<file path="src/rtl/flowkey_extract.sv">
// flowkey_extract: captures the 14-byte Ethernet header from the RX FIFO
// stream, issues one flow-key lookup per frame and returns the result.
//
// Ports:
//   sys_clk, sys_rst_n       clock, async active-low reset
//   rx_dout[8:0], rx_empty   FIFO byte stream (bit8 = in-frame)
//   rx_rd_en                 registered FIFO read enable
//   of_lookup_req/data       lookup request pulse and 116-bit key
//   of_lookup_ack/err/port   lookup response
//   res_valid/err/port       result pulse to fabric control
//   pkt/drop/runt/tmo_cnt    saturating statistics
module flowkey_extract #(
  parameter logic [3:0] PORT_NUM = 4'h0,
  parameter logic [7:0] TIMEOUT  = 8'd16,
  parameter int         CNT_W    = 16
) (
  input  logic             sys_clk,
  input  logic             sys_rst_n,
  input  logic [8:0]       rx_dout,
  input  logic             rx_empty,
  output logic             rx_rd_en,
  output logic             of_lookup_req,
  output logic [115:0]     of_lookup_data,
  input  logic             of_lookup_ack,
  input  logic             of_lookup_err,
  input  logic [3:0]       of_lookup_fwd_port,
  output logic             res_valid,
  output logic             res_err,
  output logic [3:0]       res_port,
  output logic [CNT_W-1:0] pkt_cnt,
  output logic [CNT_W-1:0] drop_cnt,
  output logic [CNT_W-1:0] runt_cnt,
  output logic [CNT_W-1:0] tmo_cnt
);

  localparam logic [1:0] S_IDLE = 2'd0;
  localparam logic [1:0] S_REQ  = 2'd1;
  localparam logic [1:0] S_WAIT = 2'd2;

  localparam logic [CNT_W-1:0] ONE =
    {{(CNT_W-1){1'b0}}, 1'b1};

  function automatic logic [CNT_W-1:0] sat_inc(
    input logic [CNT_W-1:0] v
  );
    return (&v) ? v : v + ONE;
  endfunction

  logic             r_rd_en;
  logic [3:0]       r_bcnt;
  // bytes 0..12 of the header; byte 13 joins straight from rx_dout
  logic [103:0]     r_hdr;
  logic [1:0]       r_state;
  logic [7:0]       r_timer;
  logic             r_req;
  logic [115:0]     r_data;
  logic             r_res_valid;
  logic             r_res_err;
  logic [3:0]       r_res_port;
  logic [CNT_W-1:0] r_pkt;
  logic [CNT_W-1:0] r_drop;
  logic [CNT_W-1:0] r_runt;
  logic [CNT_W-1:0] r_tmo;

  logic         w_acc;
  logic         w_eof;
  logic         w_key_done;
  logic         w_runt;
  logic         w_issue;
  logic         w_drop;
  logic         w_tmo;
  logic [115:0] w_key;

  assign w_acc      = r_rd_en & rx_dout[8];
  assign w_eof      = r_rd_en & ~rx_dout[8];
  assign w_key_done = w_acc & (r_bcnt == 4'd13);
  assign w_runt     = w_eof & (r_bcnt != 4'd0)
                    & (r_bcnt < 4'd14);
  assign w_issue    = w_key_done & (r_state == S_IDLE);
  assign w_drop     = w_key_done & (r_state != S_IDLE);
  // ack has priority over the timeout in the same cycle
  assign w_tmo      = (r_state == S_WAIT) & ~of_lookup_ack
                    & (r_timer == TIMEOUT);
  assign w_key      = {PORT_NUM, r_hdr, rx_dout[7:0]};

  always_ff @(posedge sys_clk or negedge sys_rst_n) begin
    if (!sys_rst_n) begin
      r_rd_en <= 1'b0;
    end else begin
      r_rd_en <= ~rx_empty;
    end
  end

  // byte counter saturates at 14 so long frames cannot re-trigger
  always_ff @(posedge sys_clk or negedge sys_rst_n) begin
    if (!sys_rst_n) begin
      r_bcnt <= 4'd0;
      r_hdr  <= '0;
    end else begin
      if (w_eof) begin
        r_bcnt <= 4'd0;
      end else if (w_acc && r_bcnt != 4'd14) begin
        r_bcnt <= r_bcnt + 4'd1;
      end
      if (w_acc && r_bcnt < 4'd13) begin
        r_hdr <= {r_hdr[95:0], rx_dout[7:0]};
      end
    end
  end

  always_ff @(posedge sys_clk or negedge sys_rst_n) begin
    if (!sys_rst_n) begin
      r_state     <= S_IDLE;
      r_timer     <= 8'd0;
      r_req       <= 1'b0;
      r_data      <= '0;
      r_res_valid <= 1'b0;
      r_res_err   <= 1'b0;
      r_res_port  <= 4'd0;
    end else begin
      r_req       <= 1'b0;
      r_res_valid <= 1'b0;
      unique case (r_state)
        S_IDLE: begin
          if (w_key_done) begin
            r_data  <= w_key;
            r_req   <= 1'b1;
            r_state <= S_REQ;
          end
        end
        S_REQ: begin
          r_timer <= 8'd1;
          r_state <= S_WAIT;
        end
        S_WAIT: begin
          if (of_lookup_ack) begin
            r_res_valid <= 1'b1;
            r_res_err   <= of_lookup_err;
            r_res_port  <= of_lookup_err ?
                           4'd0 : of_lookup_fwd_port;
            r_state     <= S_IDLE;
          end else if (r_timer == TIMEOUT) begin
            r_res_valid <= 1'b1;
            r_res_err   <= 1'b1;
            r_res_port  <= 4'd0;
            r_state     <= S_IDLE;
          end else begin
            r_timer <= r_timer + 8'd1;
          end
        end
        default: begin
          r_state <= S_IDLE;
        end
      endcase
    end
  end

  always_ff @(posedge sys_clk or negedge sys_rst_n) begin
    if (!sys_rst_n) begin
      r_pkt  <= '0;
      r_drop <= '0;
      r_runt <= '0;
      r_tmo  <= '0;
    end else begin
      if (w_issue) r_pkt  <= sat_inc(r_pkt);
      if (w_drop)  r_drop <= sat_inc(r_drop);
      if (w_runt)  r_runt <= sat_inc(r_runt);
      if (w_tmo)   r_tmo  <= sat_inc(r_tmo);
    end
  end

  assign rx_rd_en       = r_rd_en;
  assign of_lookup_req  = r_req;
  assign of_lookup_data = r_data;
  assign res_valid      = r_res_valid;
  assign res_err        = r_res_err;
  assign res_port       = r_res_port;
  assign pkt_cnt        = r_pkt;
  assign drop_cnt       = r_drop;
  assign runt_cnt       = r_runt;
  assign tmo_cnt        = r_tmo;

endmodule

</file>
<file path="config.mk">
export PLATFORM = sky130hd
export DESIGN_NAME = flowkey_extract
export DESIGN_NICKNAME = d
export VERILOG_FILES = /design/src/rtl/flowkey_extract.sv
export SDC_FILE = /design/constraint.sdc
export NUM_CORES = 1
export LEC_CHECK = 0
export BUFFER_PORTS_ARGS = -buffer_cell sky130_fd_sc_hd__buf_2
export CAP_MARGIN = 0
export CORE_ASPECT_RATIO = 1.1
export CORE_MARGIN = 5
export CORE_UTILIZATION = 60
export DETAILED_ROUTE_END_ITERATION = 8
export PLACE_DENSITY = 0.84
export RECOVER_POWER = 50
export SETUP_SLACK_MARGIN = 0.3
export SYNTH_ARGS = -nofsm -noshare
export SYNTH_HDL_FRONTEND = slang
export SYNTH_SLANG_ARGS = --single-unit
</file>
<file path="constraint.sdc">
create_clock -name sys_clk -period 4.44 [get_ports sys_clk]
set_input_delay 0.666 -clock sys_clk [delete_from_list [all_inputs] [get_ports sys_clk]]
set_output_delay 0.666 -clock sys_clk [all_outputs]
set_load 0.03 [all_outputs]
</file>
After elaboration in Yosys (flattened, before gate mapping)
Index checks and enable logic that the tools add are counted.
Widths: inputs -> output; s select.
{ "totals": {"regBits": 302, "in_bits": 18} }
{ "op_classes": {"addsub": 6, "n_lt_le_gt_ge": 2, "n_eq_ne": 9, "n_mux": 19, "n_bitwise": 16, "reduce_logical": 20} }
{ "op_table": {"columns": ["operator", "n"], "rows": [
  ["$add 16x1->16 const B", 4],
  ["$reduce_and 16->1", 4],
  ["$mux 4", 5],
  ["$mux 8", 2],
  ["$pmux 8 s2", 1],
  ["$reduce_and 2->1", 7],
  ["$and 1x1->1", 9],
  ["$add 8x1->8 const B", 1],
  ["$eq 8x5->1 const B", 1],
  ["$lt 4x4->1 const B", 2],
  ["$reduce_bool 2->1", 4],
  ["$mux 1", 7],
  ["$not 1->1", 7],
  ["$mux 2", 3],
  ["$ne 2x2->1 const B", 3],
  ["$pmux 2 s3", 1],
  ["$add 4x1->4 const B", 1],
  ["$eq 4x4->1 const B", 1],
  ["$ne 4x4->1 const B", 1],
  ["$reduce_bool 4->1", 1],
  ["$ne 3x2->1 const B", 1],
  ["$reduce_and 3->1", 1],
  ["$eq 2x1->1 const B", 1],
  ["$eq 2x2->1 const B", 1],
  ["other kinds (2)", 3]
]} }

Logic depth before layout (Yosys ltp)
Gate-level depths: netlist (run 1).
{ "logic_depth": {"ltp_word": 5, "ltp_mapped": 8} }

Least setup slack after synthesis (run 1)
OpenSTA, ideal clock, no wires.
{ "synth_path": {"kind": "reg2reg", "from": "register r_pkt[0] (netlist: pkt_cnt[0])", "to": "register r_pkt[6] (netlist: pkt_cnt[6])", "setup_time_ps": 140, "t_arrival_ps": 1898, "path_slack_ps": 2402, "path_stages_with_launch": 7, "cell_sequence": "dfrtp_1 -> ha_1 -> and4_4 -> nand4_4 -> o31a_4 -> and3_1 -> xor2_1"} }
{ "synth_via": {"elab_chain_cells": 3, "elab_cells_between_ends": 4, "cone_classes": "add/sub: 1; bitwise: 1; reduce/logical: 2"} }
{ "synth_lines": {"columns": ["item", "line", "rtl"], "rows": [
  ["from (decl)", "60", "logic [CNT_W-1:0] r_pkt;"],
  ["from (signal assigned)", "165", "if (w_issue) r_pkt <= sat_inc(r_pkt);"],
  ["parallel branches: the longest is 3 deep, another holds $add 16x1->16", null, null]
]} }
Parallel ways; which one is timed is not known.
A chain may end at the register's enable or synchronous reset.

==> flow_summary_export.csv, run 1 <==
group,metric,value,unit
status,status,"finished, violations left",
status,violations,"capacitance limit, slew limit",
clock_network,clk_pin_slew,0.06,ns
finish,regArea,7557,um^2
sta,worst_slack,1.545,ns
finish,finalNetCount,1311,
worst_setup_path,worst_path_max_delay_cell,"clkbuf_2",
worst_setup_path,path_depth,1,
floorplan,fp.dieW,146.5,um
clock_network,cts-htree-levels,1,
pwr,p_int,0.005160,W
sta,setup-tns-final,0,ns
yosys,synthAdderAreaFrac,1.119,%
clock_network,ctsHoldBuffers,0,
worst_hold_path,hp-class,"in -> reg",
yosys,netlist_instances,1082,
clock_network,ctsResizeCount,0,
sta,tightestPinTransition,3.050,ns
worst_setup_path,worstPathArrival,2.86,ns
yosys,synthTopCellsByArea,"dfrtp_1 61%, nand2_1 12%, mux2_2 9.8%",
worst_setup_path,cp_data_required_time,4.41,ns
global_route,grt_antenna_before_repair,0,
routing,postRouteAntennaNets,0,
worst_setup_path,endpoint_kind,"async pin",
routing,routed_via_density,5.442,
yosys,synth_compound_area_share,2.391,%
sta,max_freq,345.4,MHz
yosys,muxShareOfSynthArea,10.16,%
worst_setup_path,r2r_end,"of_lookup_data[67]",
placement,place_inst,1506,
routing,drt-total-wl,26190,um
yosys,synthFlopType,"dfrtp_1",
routing,drt_first_iter_violations,430,
finish,synthToLayoutAreaGrowth,17.09,%
yosys,ys_seq_area_share,61.44,%
global_route,grt_pass1_wl,44170,um
yosys,synth_top_family_by_area,"simple AND/OR/NAND/NOR gates",
yosys,syn_avg_cell_area,11.37,um^2
pwr,power,0.006899,W
finish,multi_input_area,4457,um^2
global_route,grt_max_degree,121,
routing,wl_per_cell,16.79,um
pwr,peakVddDrop,363.8,uV
sta,setup-violations-final,0,
global_route,grtUsageTotal,22.41,%
worst_setup_path,path_cells,"clkbuf_2",
sta,finalCriticalPeriod,2.895,ns
clock_network,postCtsSetupBuffers,0,
global_route,gr-usage-met3,4.540,%
sta,slew_headroom,-103.3,%
worst_setup_path,timing.rr.start,"r_state[0]",
yosys,synth_xor_area_share,3.774,%
pwr,p_switching,0.001739,W
placement,dpl.hpwl,17390,um
yosys,yosys.cell_types.count,58,
pwr,powerDensity,479.1,nW/um^2
pwr,p_clk_share,37.3,%
placement,numPortBuffers,201,
yosys,synthArstFlopShare,100.0,%
worst_setup_path,start_kind,"input pin",
worst_hold_path,hp-start,"rx_empty",
worst_setup_path,crit_fanout,120,
floorplan,die_h,160.2,um
yosys,ys_ff_latch,302,
sta,rsz0062_at_grt,"no",
finish,antenna_cells,0,
floorplan,core,20370,um^2
finish,drive_above_1_share,23.62,%
global_route,grtUsageMet2,38.41,%
job,max_cap_violations,1,
worst_setup_path,cp_num_buf_inv,1,
worst_setup_path,r2r_setup_slack,1.66,ns
clock_network,clk_latency,0.54,ns
finish,fin_util,70.70,%
finish,final_cells,1560,
clock_network,root_buffer,"clkbuf_16",
worst_setup_path,crit_path_max_incr_delay,2.07,ns
sta,hold_viol,0,
clock_network,cts_buffers,30,
pwr,power_leakage,7.513,nW
pwr,comb_power_share,10.5,%
global_route,gr-max-usage-layer,"met2",
pwr,pwr-share-seq,52.2,%
sta,drv_slew,119,
clock_network,cts_tree,"yes",
yosys,synth_edf_count,0,
sta,skew,0.01097,ns
clock_network,cts.sinks,302,
worst_setup_path,r2r_cells,6,
yosys,yosysTopAreaCell,"dfrtp_1",
yosys,netlist.area_leader.share,61.44,%
floorplan,rows,55,
global_route,grt_use_met1,29.10,%
yosys,ys_warn_count,0,
global_route,grt_pass1_vias,8711,
floorplan,die_area,23470,um^2
yosys,yosys.area_share.simple,18.74,%
routing,dr.pass1.iters,4,
placement,gp_congestion,0.8374,
routing,drc_errors,0,
worst_setup_path,critPathLaunch,"sys_rst_n",
placement,place_ws,1.435,ns
clock_network,cts.path.max_buffers,3,
routing,num_vias,8490,
worst_setup_path,crit_end,"r_hdr[63]",
pwr,switching_share,25.21,%
worst_setup_path,path_class,"in -> async",
global_route,grt_overflow_total,0,
finish,nFillCells,1463,
floorplan,start_util,60.38,%
floorplan,num_io_pins,206,
yosys,syn-cell-area,12300,um^2
worst_setup_path,critPathTopFamily,"buffers and inverters",
sta,fin_crit_sh,65.20,%
==> metrics by stage <==
step | hold WS [ns] | instance area [um^2]
after detailed placement | 0.4512 | 13510
after floorplan | 0.3704 | 12310
after global routing | 0.2621 | 14400
after global placement | 0.4480 | 13510
after CTS | 0.2518 | 14530
final | 0.2744 | 14400
==> flip-flops by register name, summed over array words and instances, names as in the netlist <==
name / flops
r_timer: 8
drop_cnt: 16
tmo_cnt: 16
res_valid: 1
r_state: 2
of_lookup_req: 1
r_hdr: 104
of_lookup_data: 112
r_bcnt: 4
res_err: 1
pkt_cnt: 16
rx_rd_en: 1
runt_cnt: 16
res_port: 4
==> worst min path at each step <==
stage                                endpoint  slack [ns]  depth (start not counted)
after floorplan                   drop_cnt[0]        0.37                          0
after global placement    of_lookup_data[110]        0.45                          2
after global routing                 rx_rd_en        0.26                          2
final                                rx_rd_en        0.27                          2
after detailed placement  of_lookup_data[109]        0.45                          2
after CTS                            rx_rd_en        0.25                          2
==> metal layers <==
layer / routed length, um / vias up / share of wire (%)
li1: - / 3977 / -
met1: 10840 / 4247 / 41
met2: 13180 / 218 / 50
met3: 1483 / 48 / 5.7
met4: 686 / 0 / 2.6
met5: 0 / - / 0
==> cells by family after synthesis <==
group | Yosys count
multiplexers | 111
XOR/XNOR | 53
AND/OR/NAND/NOR | 507
adder cells (fa/ha/maj) | 11
AO/OA/AOI/OAI | 41
buffers and inverters | 56
flip-flops | 302
other | 1
==> cell usage in the layout (no fill, tap or decap), types with 4 or more instances in the layout <==
cell,Yosys,layout
and3_1,13,13
clkbuf_1,10,83
inv_1,11,11
buf_2,16,119
clkbuf_16,0,31
dfrtp_1,302,302
o21ai_0,12,12
buf_4,12,6
a22o_1,5,5
nand3_1,26,26
nor4_1,3,4
nand2_1,377,377
ha_1,11,11
mux2_2,107,107
xor2_1,20,20
nor2_1,18,18
xnor2_1,33,33
conb_1,1,4
a21oi_1,9,9
nor3_1,12,12
clkinv_2,0,10
mux2_1,4,4
clkbuf_8,0,7
nand4_1,24,24
==> Yosys cell counts (all sizes together), types with 2 or more instances <==
| library cell | n |
|---|---|
| nor4b | 2 |
| nor4 | 8 |
| ha | 11 |
| nand2 | 377 |
| mux2 | 111 |
| nand4b | 2 |
| xor2 | 20 |
| nand4 | 26 |
| o21a | 3 |
| nor3 | 14 |
| and3 | 13 |
| a31oi | 3 |
| nand3b | 3 |
| xnor2 | 33 |
| nand3 | 28 |
| a41oi | 2 |
| dfrtp | 302 |
| buf | 34 |
| and2 | 3 |
| o21ai | 13 |
| a21oi | 9 |
| clkbuf | 10 |
| nand2b | 2 |
| nor2 | 19 |
| nor3b | 2 |
| inv | 11 |
| or2 | 2 |
| and4 | 4 |
| a22o | 5 |
==> layout make-up <==
class,instances,area share (%)
Inverter,12,0.3475
Clock buffer,40,6.108
Clock inverter,14,1.025
Tap cell,256,2.224
Sequential cell,302,52.48
Timing Repair Buffer,209,6.872
Multi-Input combinational cell,727,30.95
==> power by group through the flow <==
| stage | sequential, W | clock [W] | combinational (W) |
|---|---|---|---|
| 6_report | 0.00360 | 0.00258 | 0.000724 |
| 5_1_grt | 0.00366 | 0.00276 | 0.000802 |
| 4_1_cts | 0.00360 | 0.00263 | 0.000742 |
| 3_5_place_dp | 0.00365 | 0 | 0.000738 |
| 3_3_place_gp | 0.00362 | 0 | 0.000700 |
| 2_1_floorplan | 0.00356 | 0 | 0.000495 |
No activity file was read; power rests on OpenSTA's default activity.
==> run 2, diff against run 1 <==
Settings changed: CORE_UTILIZATION 60 to 56, PLACE_DENSITY 0.84 to 0.79.
Clock period 4.44 ns to 2.86 ns, I/O delays scaled along.
==> flow_summary_export.csv, run 2 (synthesis results as in run 1) <==
group,metric,value,unit
finish,synthToLayoutAreaGrowth,18.54,%
routing,drc_errors,0,
pwr,peakVddDrop,525.9,uV
floorplan,start_util,57.18,%
pwr,power_leakage,7.538,nW
clock_network,cts.path.max_buffers,3,
routing,dr.pass1.iters,4,
sta,rsz0062_at_grt,"no",
worst_setup_path,path_cells,"dlygate4sd3_1 -> buf_8 -> clkbuf_1",
global_route,grt_pass1_vias,8935,
routing,drt_first_iter_violations,386,
sta,fin_crit_sh,72.37,%
clock_network,cts-htree-levels,1,
job,max_cap_violations,0,
clock_network,cts_tree,"yes",
worst_setup_path,worstPathArrival,2.53,ns
routing,routed_via_density,5.324,
worst_setup_path,cp_data_required_time,3.33,ns
worst_setup_path,crit_fanout,92,
clock_network,clk_latency,0.54,ns
global_route,grt_max_degree,105,
worst_setup_path,r2r_cells,7,
placement,gp_congestion,0.8247,
finish,final_cells,1604,
clock_network,cts.sinks,302,
routing,num_vias,8540,
worst_setup_path,r2r_end,"pkt_cnt[15]",
floorplan,core,21510,um^2
pwr,powerDensity,749.5,nW/um^2
floorplan,num_io_pins,206,
finish,nFillCells,1653,
sta,setup-violations-final,0,
worst_setup_path,crit_path_max_incr_delay,0.94,ns
finish,final_cell_mix,"377 x nand2_1, 302 x dfrtp_1, 115 x buf_2, 107 x mux2_2, 93 x clkbuf_1",
worst_setup_path,timing.rr.start,"r_bcnt[1]",
worst_setup_path,endpoint_kind,"async pin",
clock_network,clk_pin_slew,0.06,ns
floorplan,die_area,25030,um^2
worst_hold_path,hp-start,"rx_empty",
clock_network,postCtsSetupBuffers,0,
worst_setup_path,start_kind,"input pin",
sta,hold_viol,0,
worst_setup_path,r2r_setup_slack,0.79,ns
clock_network,ctsResizeCount,0,
placement,dpl.hpwl,17540,um
clock_network,root_buffer,"clkbuf_16",
sta,setup-tns-final,0,ns
worst_hold_path,hp-class,"in -> reg",
sta,skew,0.01055,ns
placement,numPortBuffers,201,
worst_setup_path,critPathLaunch,"sys_rst_n",
sta,finalCriticalPeriod,2.070,ns
global_route,grt_antenna_before_repair,0,
placement,place_inst,1546,
sta,max_freq,483.2,MHz
sta,tightestPinTransition,1.193,ns
routing,drt-total-wl,26690,um
sta,drv_slew,0,
floorplan,fp.dieW,151.3,um
worst_setup_path,path_class,"in -> async",
finish,largest_reg_flops,112,
floorplan,die_h,165.4,um
status,status,"finished clean",
global_route,grtUsageTotal,21.93,%
finish,drive_above_1_share,23.44,%
routing,wl_per_cell,16.64,um
finish,finalNetCount,1319,
finish,antenna_cells,0,
sta,slew_headroom,20.44,%
global_route,grt_pass1_wl,44970,um
clock_network,ctsHoldBuffers,1,
finish,layout_commonest_cell,"nand2_1",
worst_setup_path,worst_path_max_delay_cell,"clkbuf_1",
worst_hold_path,whs_path_depth,2,
floorplan,rows,56,
clock_network,cts_buffers,31,
global_route,grt_overflow_total,0,
routing,postRouteAntennaNets,0,
worst_hold_path,whs_endpoint,"rx_rd_en",
run 2: changes by cell type in the layout (fill, tap and decap cells not counted), moves of 2 or more:
| cell | before | now |
|---|---|---|
| buf_12 | 2 | 4 |
| clkinvlp_4 | 1 | 7 |
| clkbuf_1 | 83 | 93 |
| buf_2 | 119 | 115 |
| bufinv_16 | 3 | 5 |
| buf_4 | 6 | 4 |
| clkbuf_8 | 7 | 4 |
| clkinv_2 | 10 | 6 |
run 2: layer usage:
layer | global-route usage, % | vias up | routed length [um]
li1 | - | 3994 | -
met1 | 28.78 | 4260 | 11130
met2 | 37.72 | 225 | 13390
met3 | 3.357 | 61 | 1417
met4 | 6.925 | 0 | 757
met5 | 0 | - | 0
run 2: metrics by stage:
step	worst slack (ns)	hold WS [ns]	util [%]	power (W)	instance area, um^2
after global placement	0.8564	0.4463	63.31	0.006708	13620
after detailed placement	0.7697	0.4515	63.31	0.006801	13620
after global routing	0.3726	0.02204	67.78	0.01142	14580
after floorplan	0.8217	0.1334	-	0.006296	12310
final	0.7903	0.02989	67.78	0.01093	14580
after CTS	0.7535	0.01147	68.39	0.01105	14710
run 2: worst max path at each step:
stage / endpoint / slack [ns] / cells after the start
after global placement: pkt_cnt[15] / 0.86 / 7
after detailed placement: pkt_cnt[15] / 0.77 / 7
after floorplan: pkt_cnt[6] / 0.82 / 6
after global routing: of_lookup_data[80] / 0.37 / 3
final: of_lookup_data[72] / 0.79 / 3
after CTS: pkt_cnt[15] / 0.75 / 7
run 2: final cells by class:
type	instances	area (um^2)	area share (%)
flip-flops and latches	302	7557	51.84
well taps	290	362.8	2.489
inverters	12	50.05	0.3433
clock buffers	38	842.1	5.776
repair buffers	216	1054	7.226
clock inverters	19	241.5	1.656
multi-input cells	727	4472	30.67
run 2: power by group:
group          switching (W)  total (W)  internal [W]
logic               0.000507    0.00113      0.000625
clock network        0.00166    0.00420       0.00254
registers           0.000618    0.00559       0.00497
total                0.00279     0.0109       0.00814
run 2: worst max-delay path: cells and delay by family:
| kind | cells | cell delay, ns |
|---|---|---|
| buffers and inverters | 3 | 2.03 |
==> run 3, diff against run 2 <==
Clock period 2.86 ns to 2 ns, I/O delays scaled along.
==> flow_summary_export.csv, run 3 (synthesis results as in run 1) <==
group,metric,value,unit
worst_setup_path,r2r_setup_slack,0.10,ns
sta,hold_viol,0,
worst_setup_path,crit_fanout,6,
worst_setup_path,cp_data_required_time,2.40,ns
routing,drt-total-wl,31360,um
sta,max_freq,526.7,MHz
floorplan,rows,56,
sta,drv_slew,0,
placement,dpl.hpwl,18240,um
worst_setup_path,timing.rr.start,"r_bcnt[0]",
worst_setup_path,path_class,"reg -> reg",
job,max_cap_violations,0,
sta,tightestPinTransition,1.029,ns
floorplan,core,21510,um^2
sta,setup-violations-final,0,
clock_network,clk_latency,0.54,ns
routing,postRouteAntennaNets,0,
routing,num_vias,9242,
worst_setup_path,r2r_end,"runt_cnt[5]",
placement,gp_congestion,0.8487,
sta,setup-tns-final,0,ns
status,status,"finished clean",
global_route,grt_pass1_vias,9065,
global_route,grt_overflow_total,0,
worst_hold_path,hp-start,"rx_dout[8]",
sta,slew_headroom,31.43,%
finish,finalNetCount,1398,
global_route,grt_max_degree,74,
routing,wl_per_cell,18.62,um
finish,final_cell_mix,"374 x nand2_1, 265 x dfrtp_1, 113 x buf_2, 96 x clkbuf_1, 90 x mux2_2",
finish,layout_commonest_cell,"nand2_1",
routing,drt_first_iter_violations,490,
finish,synthToLayoutAreaGrowth,29.55,%
worst_hold_path,whs_path_depth,3,
clock_network,cts.sinks,302,
floorplan,num_io_pins,206,
pwr,power,0.01595,W
clock_network,cts_buffers,30,
pwr,powerDensity,1001,nW/um^2
global_route,grtUsageTotal,22.99,%
pwr,peakVddDrop,731.6,uV
global_route,grt_antenna_before_repair,1,
worst_setup_path,r2r_cells,8,
placement,numPortBuffers,201,
worst_setup_path,worstPathArrival,2.30,ns
routing,dr.pass1.iters,5,
clock_network,cts-htree-levels,1,
worst_setup_path,start_kind,"flip-flop",
worst_setup_path,endpoint_kind,"flip-flop",
floorplan,die_h,165.4,um
clock_network,cts.path.max_buffers,3,
routing,drc_errors,0,
global_route,grt_pass1_wl,46620,um
floorplan,start_util,57.18,%
sta,rsz0062_at_grt,"yes",
sta,finalCriticalPeriod,1.899,ns
routing,routed_via_density,5.488,
finish,largest_reg_flops,112,
floorplan,die_area,25030,um^2
sta,fin_crit_sh,94.93,%
clock_network,root_buffer,"clkbuf_16",
clock_network,clk_pin_slew,0.06,ns
worst_hold_path,whs_endpoint,"r_bcnt[2]",
finish,drive_above_1_share,32.81,%
clock_network,cts_tree,"yes",
floorplan,fp.dieW,151.3,um
pwr,power_leakage,8.189,nW
sta,skew,0.01319,ns
worst_hold_path,hp-class,"in -> reg",
finish,nFillCells,1406,
[run 3: changes by cell type in the layout (fill, tap and decap cells not counted), moves of 10 or more]
cell	change
dlygate4sd3_1	+13
nor2_1	-10
dfrtp_1	-37
mux2_4	+20
buf_6	+13
mux2_2	-17
dfrtp_2	+37
buf_4	+36
[run 3: how the worst max path moves through the flow]
stage / cells past startpoint / end / startpoint / slack (ns)
finish: 8 / runt_cnt[5] / r_bcnt[0] / 0.10
global route: 8 / runt_cnt[5] / r_bcnt[0] / 0.06
CTS: 7 / tmo_cnt[10] / r_timer[0] / 0.19
detailed placement: 7 / tmo_cnt[10] / r_timer[0] / 0.08
global placement: 7 / tmo_cnt[10] / r_timer[0] / 0.17
floorplan: 6 / pkt_cnt[6] / pkt_cnt[0] / 0.21
[run 3: critical path, stage by stage, from the launching register on]
cell and delay, ns:
dfrtp_1 0.40, inv_2 0.12, ha_4 0.13, or3b_1 0.36, and4b_2 0.28, o21ai_4 0.08
buf_6 0.17, nor3_2 0.06, xor2_1 0.15
[run 3: metrics by stage]
stage | util (%) | hold slack, ns | cell area (um^2) | cells | worst slack (ns)
6_report | 74.08 | 0.09054 | 15930 | 1684 | 0.1015
5_1_grt | 74.08 | 0.09112 | 15930 | 1684 | 0.05685
4_1_cts | 70.86 | 0.03123 | 15240 | 1637 | 0.1901
3_5_place_dp | 64.19 | 0.2558 | 13810 | 1552 | 0.08337
3_3_place_gp | 64.19 | 0.2491 | 13810 | 1552 | 0.1695
2_1_floorplan | - | 0.004409 | 12420 | 1085 | 0.2146
[run 3: cell type report]
type	count	area (um^2)	share of cell area [%]
flip-flops and latches	302	7604	47.72
clock inverters	12	162.7	1.021
multi-input cells	727	4882	30.64
diodes	1	2.502	0.01570
well taps	290	362.8	2.277
inverters	12	57.56	0.3612
repair buffers	295	1949	12.23
repair inverters	1	8.758	0.05497
clock buffers	44	904.6	5.677
[run 3: what timing repair did]
action,4_1_cts,5_1_grt
setup buffers,14,37
setup endpoints to repair,213,210
cloned,1,9
hold buffers,14,0
endpoints found under the hold margin,61,0
resized for setup,22,79
pin swaps,11,31
[run 3: metal layers]
| metal | GRT usage [%] | routed length [um] |
|---|---|---|
| met1 | 30.13 | 12180 |
| met2 | 39.48 | 16150 |
| met3 | 4.121 | 1965 |
| met4 | 6.554 | 1066 |
| met5 | 0 | 0 |
[run 3: where the power goes]
group / switching [W] / leakage [nW] / internal, W
logic: 0.000880 / 3.71 / 0.00112
registers: 0.000900 / 3.95 / 0.00712
clock network: 0.00230 / 0.529 / 0.00364
